--- config.mk ---
export PLATFORM = sky130hd
export DESIGN_NAME = wdata_chan_mngr
export DESIGN_NICKNAME = d
export VERILOG_FILES = /design/src/rtl/wdata_chan_mngr.sv
export SDC_FILE = /design/constraint.sdc
export NUM_CORES = 1
export LEC_CHECK = 0
export ABC_AREA = 1
export BUFFER_PORTS_ARGS = -buffer_cell sky130_fd_sc_hd__buf_2
export CAP_MARGIN = 10
export CORE_AREA = 2 2 124 126
export CTS_CLUSTER_DIAMETER = 50
export CTS_CLUSTER_SIZE = 12
export DETAILED_ROUTE_END_ITERATION = 10
export DIE_AREA = 0 0 126 128
export GPL_TIMING_DRIVEN = 0
export PLACE_DENSITY = 0.47
export SYNTH_ARGS = -nofsm -noshare
export SYNTH_HDL_FRONTEND = slang
export SYNTH_SLANG_ARGS = --single-unit
--- constraint.sdc ---
create_clock -name clk -period 2.2 [get_ports clk]
set_input_delay 0.66 -clock clk [delete_from_list [all_inputs] [get_ports clk]]
set_output_delay 0.66 -clock clk [all_outputs]
set_load 0.05 [all_outputs]
--- src/rtl/wdata_chan_mngr.sv ---
// Write-data / write-response channel manager.
// Tracks addresses accepted upstream, requests the data bus, drives one write beat per
// accepted address from the id/data FIFO head, pops that FIFO on each accepted beat, and
// retires writes as matching responses come back.
module wdata_chan_mngr #(
    parameter logic [1:0] WDC_M_ID = 2'b00,
    parameter logic [2:0] OUTS_MAX = 3'd4
) (
    input  logic         clk,
    input  logic         rst_n,
    input  logic         next_rq,
    input  logic [3:0]   next_id,
    input  logic [15:0]  next_mask,
    input  logic [127:0] next_data,
    output logic         ren_id_data,
    output logic         req_wd,
    input  logic         gnt_wd,
    output logic         w_valid,
    input  logic         w_ready,
    output logic [3:0]   w_id,
    output logic [15:0]  w_mask,
    output logic [127:0] w_data,
    input  logic         b_valid,
    input  logic [3:0]   b_id,
    output logic         b_ready,
    output logic         wr_done,
    output logic [3:0]   wr_done_id,
    output logic         err
);

    typedef enum logic [1:0] {
        StIdle = 2'b00,
        StReq  = 2'b01,
        StOut  = 2'b10,
        StDefo = 2'b11
    } state_e;

    state_e     state_q, state_d;
    logic [2:0] pend_cnt_q, pend_cnt_d;
    logic [2:0] outs_cnt_q, outs_cnt_d;
    logic       err_q, err_d;
    logic       wr_done_q;
    logic [3:0] wr_done_id_q;

    logic own_id;
    logic b_acc;
    logic pend_ovf;
    logic b_orphan;

    // FIFO head is presented directly; the FIFO only advances on an accepted beat.
    assign w_id        = next_id;
    assign w_mask      = next_mask;
    assign w_data      = next_data;
    assign ren_id_data = w_valid & w_ready;

    assign own_id   = (b_id[3:2] == WDC_M_ID);
    assign b_acc    = b_valid & own_id & (outs_cnt_q != 3'd0);
    assign b_ready  = b_acc;
    // Own-id response with nothing outstanding is a protocol violation.
    assign b_orphan = b_valid & own_id & (outs_cnt_q == 3'd0);

    assign wr_done    = wr_done_q;
    assign wr_done_id = wr_done_id_q;
    assign err        = err_q;

    // State and counter registers.
    always_ff @(posedge clk or negedge rst_n) begin
        if (!rst_n) begin
            state_q      <= StIdle;
            pend_cnt_q   <= 3'd0;
            outs_cnt_q   <= 3'd0;
            err_q        <= 1'b0;
            wr_done_q    <= 1'b0;
            wr_done_id_q <= 4'd0;
        end else begin
            state_q      <= state_d;
            pend_cnt_q   <= pend_cnt_d;
            outs_cnt_q   <= outs_cnt_d;
            err_q        <= err_d;
            wr_done_q    <= b_acc;
            wr_done_id_q <= b_acc ? b_id : 4'd0;
        end
    end

    // Next-state logic for the data-beat FSM.
    always_comb begin
        state_d = state_q;
        unique case (state_q)
            StIdle: if ((pend_cnt_q != 3'd0) && (outs_cnt_q < OUTS_MAX)) state_d = StReq;
            StReq:  if (gnt_wd) state_d = StOut;
            StOut:  if (w_ready) state_d = StIdle;
            StDefo: state_d = StDefo;
        endcase
    end

    // FSM outputs: bus request in REQ, data valid in OUT, nothing elsewhere.
    always_comb begin
        req_wd  = 1'b0;
        w_valid = 1'b0;
        unique case (state_q)
            StIdle: ;
            StReq:  req_wd = 1'b1;
            StOut:  w_valid = 1'b1;
            StDefo: ;
        endcase
    end

    // Pending/outstanding counters and sticky error.
    always_comb begin
        pend_cnt_d = pend_cnt_q;
        outs_cnt_d = outs_cnt_q;
        pend_ovf   = 1'b0;
        if (next_rq && !ren_id_data) begin
            if (pend_cnt_q == 3'd4) begin
                pend_ovf = 1'b1;
            end else begin
                pend_cnt_d = pend_cnt_q + 3'd1;
            end
        end else if (!next_rq && ren_id_data) begin
            pend_cnt_d = pend_cnt_q - 3'd1;
        end
        if (ren_id_data && !b_acc) begin
            outs_cnt_d = outs_cnt_q + 3'd1;
        end else if (!ren_id_data && b_acc) begin
            outs_cnt_d = outs_cnt_q - 3'd1;
        end
        err_d = err_q | pend_ovf | b_orphan;
    end

endmodule

After elaboration in Yosys (flattened, before gate mapping)
Cells that the tools add are included.

Register bits after elaboration: 14. Input port bits: 158. Output and inout port bits: 158. Logic and storage cells: 56.

Add/sub/neg operators: 4. Order comparisons: 1. Eq/ne operators: 8. Multiplexer cells: 14. Bitwise operators: 6. Reductions and logical operators: 17.

Operators by type and width (number): $mux 3 (5); $ne 2x2->1 const B (4); $pmux 2 s4 (1); $add 3x1->3 const B (2); $mux 2 (3); $reduce_bool 3->1 (2); $sub 3x1->3 const B (2); $logic_and 1x1->1 (5); $and 1x1->1 (4); $eq 2x2->1 const B (2); $logic_not 2->1 (2); $mux 1 (4); $mux 4 (1); $reduce_bool 2->1 (2); $eq 3x3->1 const B (1); $logic_not 1->1 (3); $logic_not 3->1 (1); $lt 3x3->1 const B (1); $reduce_and 3->1 (1); $eq 2x1->1 const B (1); $or 1x1->1 (2); $reduce_and 2->1 (1).

Logic depth before layout (Yosys ltp)
Gate-level depths: netlist (run 1).

Depth in word-level cells: 8. Mapped depth: 10. Depth with buffers taken out: 10.

Least setup slack after synthesis (run 1)
No wires, ideal clock.

Path type: flip-flop to flip-flop. Start: register state_q[0]. End: register outs_cnt_q[2]. Setup time: 0.131 ns. Data arrival time: 2.332 ns. Required time: 2.069 ns. Slack: -0.263 ns. Cell stages (with the launch flop): 11. Buffers on the path: 0. Clock period less this slack: 2.463 ns. Path through: dfrtp_1 -> inv_1 -> ha_1 -> nand2_1 -> inv_2 -> ha_1 -> inv_1 -> fa_1 -> a21oi_1 -> o21ai_0 -> xor2_1.

Longest elaborated chain between the ends: 6. Elaborated cells between the ends (all ways): 8. Classes of those cells: 1 x eq/ne; 2 x mux; 1 x bitwise; 4 x reduce/logical.

RTL lines: start, declared (RTL line 38) `state_e state_q, state_d;`; start signal, assigned (RTL line 69) `state_q <= StIdle;`; start signal, assigned (RTL line 76) `state_q <= state_d;`; $eq 2x2->1 * (RTL line 100) `unique case (state_q)`; $mux 1 * (RTL line 100); net w_valid (RTL line 18) `output logic w_valid,`; $and 1x1->1 * (RTL line 54) `assign ren_id_data = w_valid & w_ready;`; net ren_id_data (RTL line 15) `output logic ren_id_data,`; $logic_not 1->1 (RTL line 124) `end else if (!ren_id_data && b_acc) begin`; $logic_and 1x1->1 (RTL line 124); $reduce_bool 2->1 (no source line); end signal, assigned (RTL line 78) `outs_cnt_q <= outs_cnt_d;`; end, declared (RTL line 40) `logic [2:0] outs_cnt_q, outs_cnt_d;`.

Mark *: on every way through the listed nets, which the timed path passes. The rest lies on a longest branch. A chain may end at the register's enable or synchronous reset.

Final worst setup path (run 1)
Start: input port b_id[2]. End: output port b_ready.

Longest elaborated chain between the ends: 3.

RTL lines: start, declared (RTL line 24) `input logic [3:0] b_id,`; $logic_not 2->1 (RTL line 56) `assign own_id = (b_id[3:2] == WDC_M_ID);`; $and 1x1->1 (2 in a row) (RTL line 57) `assign b_acc = b_valid & own_id & (outs_cnt_q != 3'd0);`; end, declared (RTL line 25) `output logic b_ready,`.

Every way passes these cells.

==> metrics.md, run 1 <==
| Metric | Value |
|---|---|
| # setup viols final | 0 |
| H-tree level count | 1 |
| Residual DRC | 0 |
| Max_cap viols | 0 |
| CP Cell Sequence | buf_2 -> nor3b_4 -> o31ai_2 -> inv_1 -> clkbuf_4 |
| Mapped cell area | 0.001873 sq mm |
| Max Slew Vio Count | 0 |
| Synth top area cells | buf_4 59%, dfrtp_1 19%, ha_1 3.3%, inv_1 3.0%, nand2_1 2.8% |
| CP Capture Type | primary output |
| I/O Pins | 316 |
| Worst path bufs/invs | 3 |
| Gpl congestion | 0.6994 |
| Switching share of power | 0.5149 |
| Mapped Cells | 229 |
| Routed Wire Length | 4641 um |
| Critical path's slowest cell | nor3b_4 |
| Share of cells above drive strength 1 | 0.8254 |
| Die area | 0.01613 sq mm |
| Worst Path Required | 1540 ps |
| CP Depth | 5 |
| Clock root buffer | clkbuf_16 |
| Max clock buf depth | 2 |
| Count of final hold-check violations | 0 |
| Fillcell total | 1675 |
| Top FF cell, synth | dfrtp_1 |
| Count leader, synth | buf_4 |
| Yosys cell types | 25 |
| GRT Residual Overflow | 0 |
| RSZ-0062 raised after global routing | no |
| Leak | 1.828 nW |
| Combinational power share | 0.634 |
| Critical path class | in2out |
| Yosys top cell area share | 0.5932 |
| Sw power | 1.162 mW |
| Via count | 1814 |
| R2R setup slack | 230 ps |
| Vias in the first global route | 1414 |
| CORE AREA | 0.01486 sq mm |
| Wire per inst | 7.866 um |
| Data arrival, critical path | 1460 ps |
| Int Pwr | 1.095 mW |
| Vias per cell | 3.075 |
| Ys Warns | 0 |
| Post-synth ARST share | 1.000 |
| Clock Sinks | 14 |
| Nets | 567 |
| CTS tree | built |
| Drt first pass iters | 4 |
| Post-route cell area | 0.003060 sq mm |
| Crit path from | b_id[2] |
| Commonest cells post-synth | 148 x buf_4, 15 x inv_1, 14 x dfrtp_1, 14 x nand2_1 |
| Reg2reg start | state_q[0] |
| Fin crit share | 0.9633 |
| Crit path max fanout | 4 |
| Largest net degree at the start of global routing | 15 |
| Final min period | 2119 ps |
| FMAX | 471.9 MHz |
| Setup_tns | 0 ps |
| Synth Area per Inst | 8.179 sq um |
| Final ANT Viol Nets | 0 |
| Reg power frac | 0.196 |
| # rows | 45 |
| Critical Path Max Stage Delay | 230 ps |
| Fin util | 0.2059 |
| Worst R2R Path Depth | 10 |
| DIE WIDTH | 126 um |
| TritonCTS buffer count | 3 |
| Post-synth EDFFs | 0 |
| Dpl hpwl | 4349 um |
| Min-delay worst type | in2async |
| Seq/Total Area, Yosys | 0.1870 |
| Power Density | 737.3 mW/mm^2 |
| Iteration-0 DRC Markers | 11 |
| Clock Power Share | 0.170 |
| Largest area contributor in the netlist | buf_4 |
| Starting Density | 0.1260 |
| Antenna violations before repair | 1 |
| First-pass GRT wire length | 5878 um |
| R2r endpoint | outs_cnt_q[2] |
| Startpoint types | primary input |
| Gr usage total | 0.04320 |
| Area post-placement | 0.002960 sq mm |
| Max VDD drop | 0.2641 mV |
| Clk_skew | 3.710 ps |
| Worst-Skew Late Latency | 240 ps |
| Critical path's top delay family | buffers and inverters |
| Post-synthesis register bit count | 14 |
| Synthesis-to-layout area growth | 63.39% |
| CP endpoint | b_ready |
| Port Buffer Count | 167 |
| Status | complete, no violations |
| Die Y-Extent | 128 um |
| Clk slew on worst S/H paths | 50 ps |
## area by class of cell
cell class | instances | area [sq um] | area share
buffer | 148 | 1111 | 0.3630
timing repair buffer | 167 | 838.3 | 0.2739
multi-input combinational | 50 | 366.6 | 0.1198
sequential | 14 | 350.3 | 0.1145
tap | 188 | 235.2 | 0.07686
clock buffer | 4 | 88.84 | 0.02903
inverter | 18 | 67.56 | 0.02208
antenna | 1 | 2.502 | 0.0008177
## worst register-to-register path, cell delays in order (launching register included)
cell and delay [ps]:
dfrtp_1 410, inv_1 140, ha_4 170, nand2_1 70, inv_2 90, ha_1 140, inv_1 70, fa_1 380
a21oi_1 140, o21ai_0 110, xor2_1 150
## how the worst min path moves through the flow
stage | from | endpoint | slack (ps) | cells past startpoint
after global routing | rst_n | pend_cnt_q[0] | 330 | 1
after CTS | rst_n | pend_cnt_q[0] | 320 | 1
after detailed placement | err | err | 490 | 2
after floorplan | rst_n | err | 360 | 0
after global placement | err | err | 480 | 2
final | rst_n | pend_cnt_q[0] | 310 | 1
## sequential cells by signal, indices dropped and copies added, names as in the netlist
name,flops
pend_cnt_q,3
wr_done_id,4
wr_done,1
err,1
state_q,2
outs_cnt_q,3
## per-layer routing
metal | track usage | up-vias | part of all wire
met2 | 0.08223 | 163 | 0.53
met4 | 0.005818 | 0 | 0.0041
li1 | - | 889 | -
met1 | 0.04547 | 758 | 0.31
met3 | 0.01795 | 4 | 0.16
met5 | 0 | - | 0
## power groups by stage
| stage | Combinational (mW) | Clock (mW) | Sequential [mW] |
|---|---|---|---|
| after detailed placement | 1.44 | 0 | 0.445 |
| final | 1.43 | 0.383 | 0.443 |
| after floorplan | 1.18 | 0 | 0.454 |
| after global placement | 1.42 | 0 | 0.441 |
| after CTS | 1.45 | 0.393 | 0.443 |
| after global routing | 1.55 | 0.406 | 0.452 |
## cell families (layout without fill, tap and decap cells)
group	count (synthesis)	count (layout)	share of synthesized area
buffers and inverters	166	337	0.6293
and+or+nand+nor	29	29	0.07481
DFF	14	14	0.1870
AOI/OAI and AO/OA	8	8	0.02806
adders and majority gates	7	7	0.05478
xor gates and xnor gates	3	3	0.01804
other	1	3	0.002002
muxes	1	1	0.006012
## cells in the final DEF, fill, tap and decap left out, types with 3 or more instances in the layout
cell / instances
buf_2: 166
buf_4: 148
clkbuf_16: 3
dfrtp_1: 14
ha_1: 4
inv_1: 15
inv_2: 3
nand2_1: 14
nand3_1: 5
nor2_1: 4
## through the flow
stage | power, mW | worst slack, ps | hold slack [ps] | cells
2_1_floorplan | 1.636 | 27.19 | 364.4 | 230
3_3_place_gp | 1.859 | -62.98 | 475.4 | 585
3_5_place_dp | 1.888 | -85.92 | 486.5 | 585
4_1_cts | 2.281 | 14.75 | 320.9 | 589
5_1_grt | 2.405 | 26.86 | 332.6 | 589
6_report | 2.257 | 80.81 | 310.8 | 590
## repair_timing
item	CTS	global route
setup buffers	0	0
hold buffers	0	0
resized for setup	0	2
endpoints found under the setup margin	0	1
(Power assumes the default switching activity.)
==> run 2, diff against run 1 <==
- PLACE_DENSITY: 0.47 -> unset
- REMOVE_ABC_BUFFERS: unset -> 1
==> run 2 against run 1 <==
Via count is 36% lower. Total power decreased by 38%. Die area is the same. Clock skew increased by 0.84 ps. Hold slack better by 18 ps. Flip-flop and latch count stayed put. Cell area decreased by 60%.
==> metrics.md, run 2 (synthesis gave the netlist of run 1 again) <==
| Metric | Value |
|---|---|
| Max clock buf depth | 2 (unchanged) |
| R2R setup slack | 150 ps (-80 ps) |
| # rows | 45 (unchanged) |
| Fin crit share | 0.9687 (+0.005397) |
| Power Density | 1151 mW/mm^2 (+56%) |
| Clk_skew | 4.552 ps (+0.8417 ps) |
| RSZ-0062 raised after global routing | no |
| Share of cells above drive strength 1 | 0.3491 (-0.4764) |
| Critical path's slowest cell | nor3b_4 |
| Residual DRC | 0 (unchanged) |
| Largest net degree at the start of global routing | 15 (unchanged) |
| Dpl ws | -183.2 ps (-97.27 ps) |
| Startpoint types | primary input |
| Port Buffer Count | 19 (-89%) |
| WHS | 328.8 ps (+17.95 ps) |
| Antenna violations before repair | 0 (-1) |
| Final min period | 2131 ps (+11.87 ps) |
| CP Capture Type | primary output |
| CP Depth | 5 (unchanged) |
| Clock root buffer | clkbuf_16 |
| CP Cell Sequence | buf_2 -> nor3b_4 -> o31ai_4 -> inv_2 -> buf_6 |
| Final ANT Viol Nets | 0 (unchanged) |
| FMAX | 469.2 MHz (-0.56%) |
| Die area | 0.01613 sq mm (unchanged) |
| Leak | 0.5370 nW (-71%) |
| Clk slew on worst S/H paths | 50 ps (about the same) |
| Data arrival, critical path | 1470 ps (about the same) |
| Die Y-Extent | 128 um (unchanged) |
| Worst-Skew Late Latency | 250 ps (about the same) |
| Post-route cell area | 0.001210 sq mm (-60%) |
| H-tree level count | 1 (unchanged) |
| Worst Setup Slack, final | 68.93 ps (-11.87 ps) |
| Drt first pass iters | 4 (unchanged) |
| Max FFs per register | 4 (unchanged) |
| Reg2reg start | state_q[0] |
| Worst R2R Path Depth | 10 (unchanged) |
| Commonest non-fill, non-tap cell in the layout | buf_2 |
| Post-layout power | 1.392 mW (-38%) |
| Gpl congestion | 1.192 (+70%) |
| Worst Path Required | 1540 ps (about the same) |
| Wire per inst | 90.34 um (+1000%) |
| Nets | 273 (-52%) |
| Crit path max fanout | 4 (unchanged) |
| Count of final hold-check violations | 0 (unchanged) |
| Status | complete, no violations |
| Diode count | 0 (-1) |
| Vias in the first global route | 933 (-34%) |
| Min-delay worst type | in2async |
| I/O Pins | 316 (unchanged) |
| Starting Density | 0.1260 (unchanged) |
| CORE AREA | 0.01486 sq mm (unchanged) |
| Clock Sinks | 14 (unchanged) |
| Iteration-0 DRC Markers | 94 (+83) |
| Vias per cell | 3.925 (+28%) |
| Max_cap viols | 0 (unchanged) |
| Synthesis-to-layout area growth | -35.40% |
| Gr usage total | 0.3202 (+0.2770) |
| Routed Wire Length | 26560 um (+470%) |
| # setup viols final | 0 (unchanged) |
| Critical path class | in2out |
| First-pass GRT wire length | 29040 um (+390%) |
| Commonest non-fill, non-tap cells in the layout | 18 x buf_2, 14 x inv_1, 14 x nand2_1, 14 x dfrtp_1, 5 x nand3_1 |
| GRT Residual Overflow | 0 (unchanged) |
| DIE WIDTH | 126 um (unchanged) |
| Max Slew Vio Count | 0 (unchanged) |
| Dpl hpwl | 25910 um (+500%) |
| CP endpoint | b_ready |
| CTS tree | built |
| R2r endpoint | outs_cnt_q[2] |
| Crit path from | b_id[3] |
| Critical path's top delay family | buffers and inverters |
| Via count | 1154 (-36%) |
| Critical Path Max Stage Delay | 290 ps (+60 ps) |
| Area post-placement | 0.001096 sq mm (-63%) |
| Max VDD drop | 0.6280 mV (+140%) |
| Finished Layout Cells | 294 (-50%) |
| Worst path bufs/invs | 3 (unchanged) |
| TritonCTS buffer count | 3 (unchanged) |
| Fin util | 0.08140 (-0.1245) |
| Inst Count DP | 289 (-51%) |
| Setup_tns | 0 ps (unchanged) |
==> run 2: changes by cell type in the layout (fill, tap and decap cells not counted), sizes merged <==
cell and change:
clkbuf -2, buf -293, diode -1
==> run 2: final cells by class <==
cell class	count	area (sq um)
Clock buffer	3	75.07
Timing Repair Buffer	21	116.4
Inverter	18	67.56
Tap cell	188	235.2
Sequential cell	14	350.3
Fill cell	1776	13650
Multi-Input combinational cell	50	365.4
==> run 2: metal layers <==
metal / global-route usage / wire length (um) / up-vias
met4: 0.2437 / 2593 / 4
li1: - / - / 296
met3: 0.5071 / 8563 / 72
met2: 0.5607 / 13260 / 348
met1: 0.06528 / 2045 / 434
met5: 0.05263 / 96 / -
==> run 2: worst min path at each step <==
stage | end | depth (start not counted)
finish | wr_done_id[1] | 1
global route | wr_done_id[1] | 1
CTS | err | 1
detailed placement | err | 2
global placement | err | 2
floorplan | err | 0
==> run 2: worst reg2reg max path, delay by kind of cell (launching register included) <==
family                     cells  cell delay, ps
AOI/OAI and AO/OA              2             250
DFF                            1             420
xor gates and xnor gates       1             160
and+or+nand+nor                1              70
buffers and inverters          3             280
adders and majority gates      3             740
==> run 2: report_power, final <==
| group | internal, mW | switching [mW] |
|---|---|---|
| sequential | 0.344 | 0.116 |
| combinational | 0.214 | 0.370 |
| clock | 0.239 | 0.111 |
| total | 0.797 | 0.596 |
==> run 2: repair_timing <==
action / in CTS / in global routing
setup buffers: 0 / 2
setup endpoints to repair: 1 / 3
gates cloned: 0 / 0
resized for setup: 2 / 4
pin swaps: 0 / 1
hold buffers: 0 / 0
==> run 3, diff against run 2 <==
- CORE_AREA: 2 2 124 126 -> 2 2 123 125
- DIE_AREA: 0 0 126 128 -> 0 0 125 127
- clock period: 2.2 -> 2.5 ns (I/O delays scaled with it)
==> run 3 against run 2 <==
Critical path depth did not move. Clock power fell by 1%. Die area shrank 1.6%. Count of clock-buffer cells in the layout rose by 1. Cell count decreased by 1.7%. Via count up 1.3%. Combinational power decreased by 9.1%.
==> metrics.md, run 3 (synthesis gave the netlist of run 1 again) <==
| Metric | Value |
|---|---|
| Max FFs per register | 4 (unchanged) |
| Die Y-Extent | 127 um (-0.78%) |
| Min-delay worst type | in2async |
| Post-cts gate resize count | 0 (-2) |
| Iteration-0 DRC Markers | 152 (+62%) |
| Reg power frac | 0.310 (-0.020) |
| Max VDD drop | 0.2536 mV (-60%) |
| Clk slew on worst S/H paths | 50 ps (about the same) |
| Synthesis-to-layout area growth | -37.01% |
| Crit path max fanout | 4 (unchanged) |
| Share of cells above drive strength 1 | 0.3238 (-0.02525) |
| Diode count | 0 (unchanged) |
| Gr usage total | 0.3273 (+0.007110) |
| Antenna violations before repair | 0 (unchanged) |
| First-pass GRT wire length | 29570 um (+1.8%) |
| Final min period | 2418 ps |
| FMAX | 413.6 MHz |
| Dpl hpwl | 26160 um (+0.96%) |
| DIE WIDTH | 125 um (-0.79%) |
| Uppermost layer routed | met5 |
| RSZ-0062 raised after global routing | no |
| # rows | 44 (-2.2%) |
| Max Slew Vio Count | 0 (unchanged) |
| Reg area | 350.3 sq um (unchanged) |
| Clock Sinks | 14 (unchanged) |
| CTS tree | built |
| Die area | 0.01588 sq mm (-1.6%) |
| Fillcell total | 1699 (-4.3%) |
| Sw power | 0.5374 mW (-9.8%) |
| Max clock buf depth | 2 (unchanged) |
| Port Buffer Count | 19 (unchanged) |
| Fin crit share | 0.9671 |
| Vias in the first global route | 1038 (+11%) |
| Worst Path Required | 1750 ps (+210 ps) |
| Gpl congestion | 1.224 (+2.7%) |
| Hold buffers post-CTS | 0 (unchanged) |
| H-tree level count | 1 (unchanged) |
| Post-route cell area | 0.001180 sq mm (-2.5%) |
| Clock root buffer | clkbuf_16 |
| Data arrival, critical path | 1670 ps (+200 ps) |
| Switching share of power | 0.4242 (-0.003600) |
| Clk_skew | 1.180 ps (-3.371 ps) |
| Via count | 1169 (+1.3%) |
| Area post-placement | 0.001091 sq mm (-0.46%) |
| Nets | 271 (-0.73%) |
| Met2 Wirelength | 13270 um (about the same) |
| Count of final hold-check violations | 0 (unchanged) |
| Commonest non-fill, non-tap cells in the layout | 19 x buf_2, 15 x inv_1, 14 x nand2_1, 14 x dfrtp_1 |
| Post-CTS Setup Bufs | 0 (unchanged) |
| Met3 wire len | 8478 um (-0.99%) |
| Clock Power Share | 0.271 (+0.020) |
| Commonest non-fill, non-tap cell in the layout | buf_2 |
| Combinational power share | 0.419 (about the same) |
| Setup_tns | 0 ps (unchanged) |
| Largest net degree at the start of global routing | 15 (unchanged) |
| Post-layout power | 1.267 mW (-9.0%) |
| Wire per inst | 92.84 um (+2.8%) |
| Leak | 0.5327 nW (-0.81%) |
| Critical path class | in2out |
| CP Capture Type | primary output |
| Startpoint types | primary input |
| CORE AREA | 0.01442 sq mm (-3.0%) |
| Max_cap viols | 0 (unchanged) |
| Starting Density | 0.1299 (+0.003848) |
| Drt first pass iters | 4 (unchanged) |
| WHS | 419.8 ps (+91.04 ps) |
| Status | complete, no violations |
| I/O Pins | 316 (unchanged) |
| Worst-Skew Late Latency | 240 ps (about the same) |
| Multi-input logic area | 347.8 sq um (-4.8%) |
| Int Pwr | 0.7294 mW (-8.5%) |
| # setup viols final | 0 (unchanged) |
| GRT Residual Overflow | 0 (unchanged) |
| Wire length on met1 | 2125 um (+3.9%) |
| Vias per cell | 4.045 (+3.1%) |
| TritonCTS buffer count | 3 (unchanged) |
| Residual DRC | 0 (unchanged) |
| Routed Wire Length | 26830 um (+1.0%) |
| Final ANT Viol Nets | 0 (unchanged) |
| Power Density | 1074 mW/mm^2 (-6.7%) |
==> run 3: area by class of cell <==
cell class | count | share of cell area
sequential | 14 | 0.2969
multi-input combinational | 50 | 0.2948
tap | 184 | 0.1951
timing repair buffer | 19 | 0.08059
clock buffer | 4 | 0.07529
inverter | 18 | 0.05726
==> run 3: metal layers <==
| metal | GRT usage | vias to the layer above |
|---|---|---|
| li1 | - | 294 |
| met1 | 0.06755 | 451 |
| met2 | 0.5751 | 346 |
| met3 | 0.5063 | 74 |
| met4 | 0.2582 | 4 |
| met5 | 0.07430 | - |
==> run 3: worst max-delay path, stage by stage <==
cell and delay (ps):
buf_2 130, nor3b_2 260, o31ai_2 150, inv_1 100, buf_2 280
==> run 3: per-stage QoR <==
stage             util  std cells  setup WS, ps
3_3_place_gp   0.07564        285         80.17
5_1_grt        0.08180        289         19.72
2_1_floorplan        -         82         37.38
3_5_place_dp   0.07564        285         85.79
4_1_cts        0.08180        289         86.20
6_report       0.08180        289         82.34
==> run 3: worst paths after layout <==
kind                                 endpoint  startpoint  slack, ps  cells after the start
worst max-delay path                  b_ready     b_id[2]         80                      5
worst min-delay path            outs_cnt_q[0]       rst_n        420                      1
worst max register to register  outs_cnt_q[2]  state_q[0]        420                     10
worst min register to register            err         err        520                      2
max in group asynchronous       wr_done_id[2]       rst_n       1810                      1
min in group clk                          err         err        520                      2
==> run 3: power by group through the flow <==
| stage | sequential [mW] | clock, mW | combinational, mW |
|---|---|---|---|
| final | 0.392 | 0.344 | 0.531 |
| after global routing | 0.403 | 0.361 | 0.600 |
| after CTS | 0.389 | 0.353 | 0.532 |
| after detailed placement | 0.391 | 0 | 0.527 |
| after global placement | 0.385 | 0 | 0.497 |
| after floorplan | 0.396 | 0 | 0.388 |
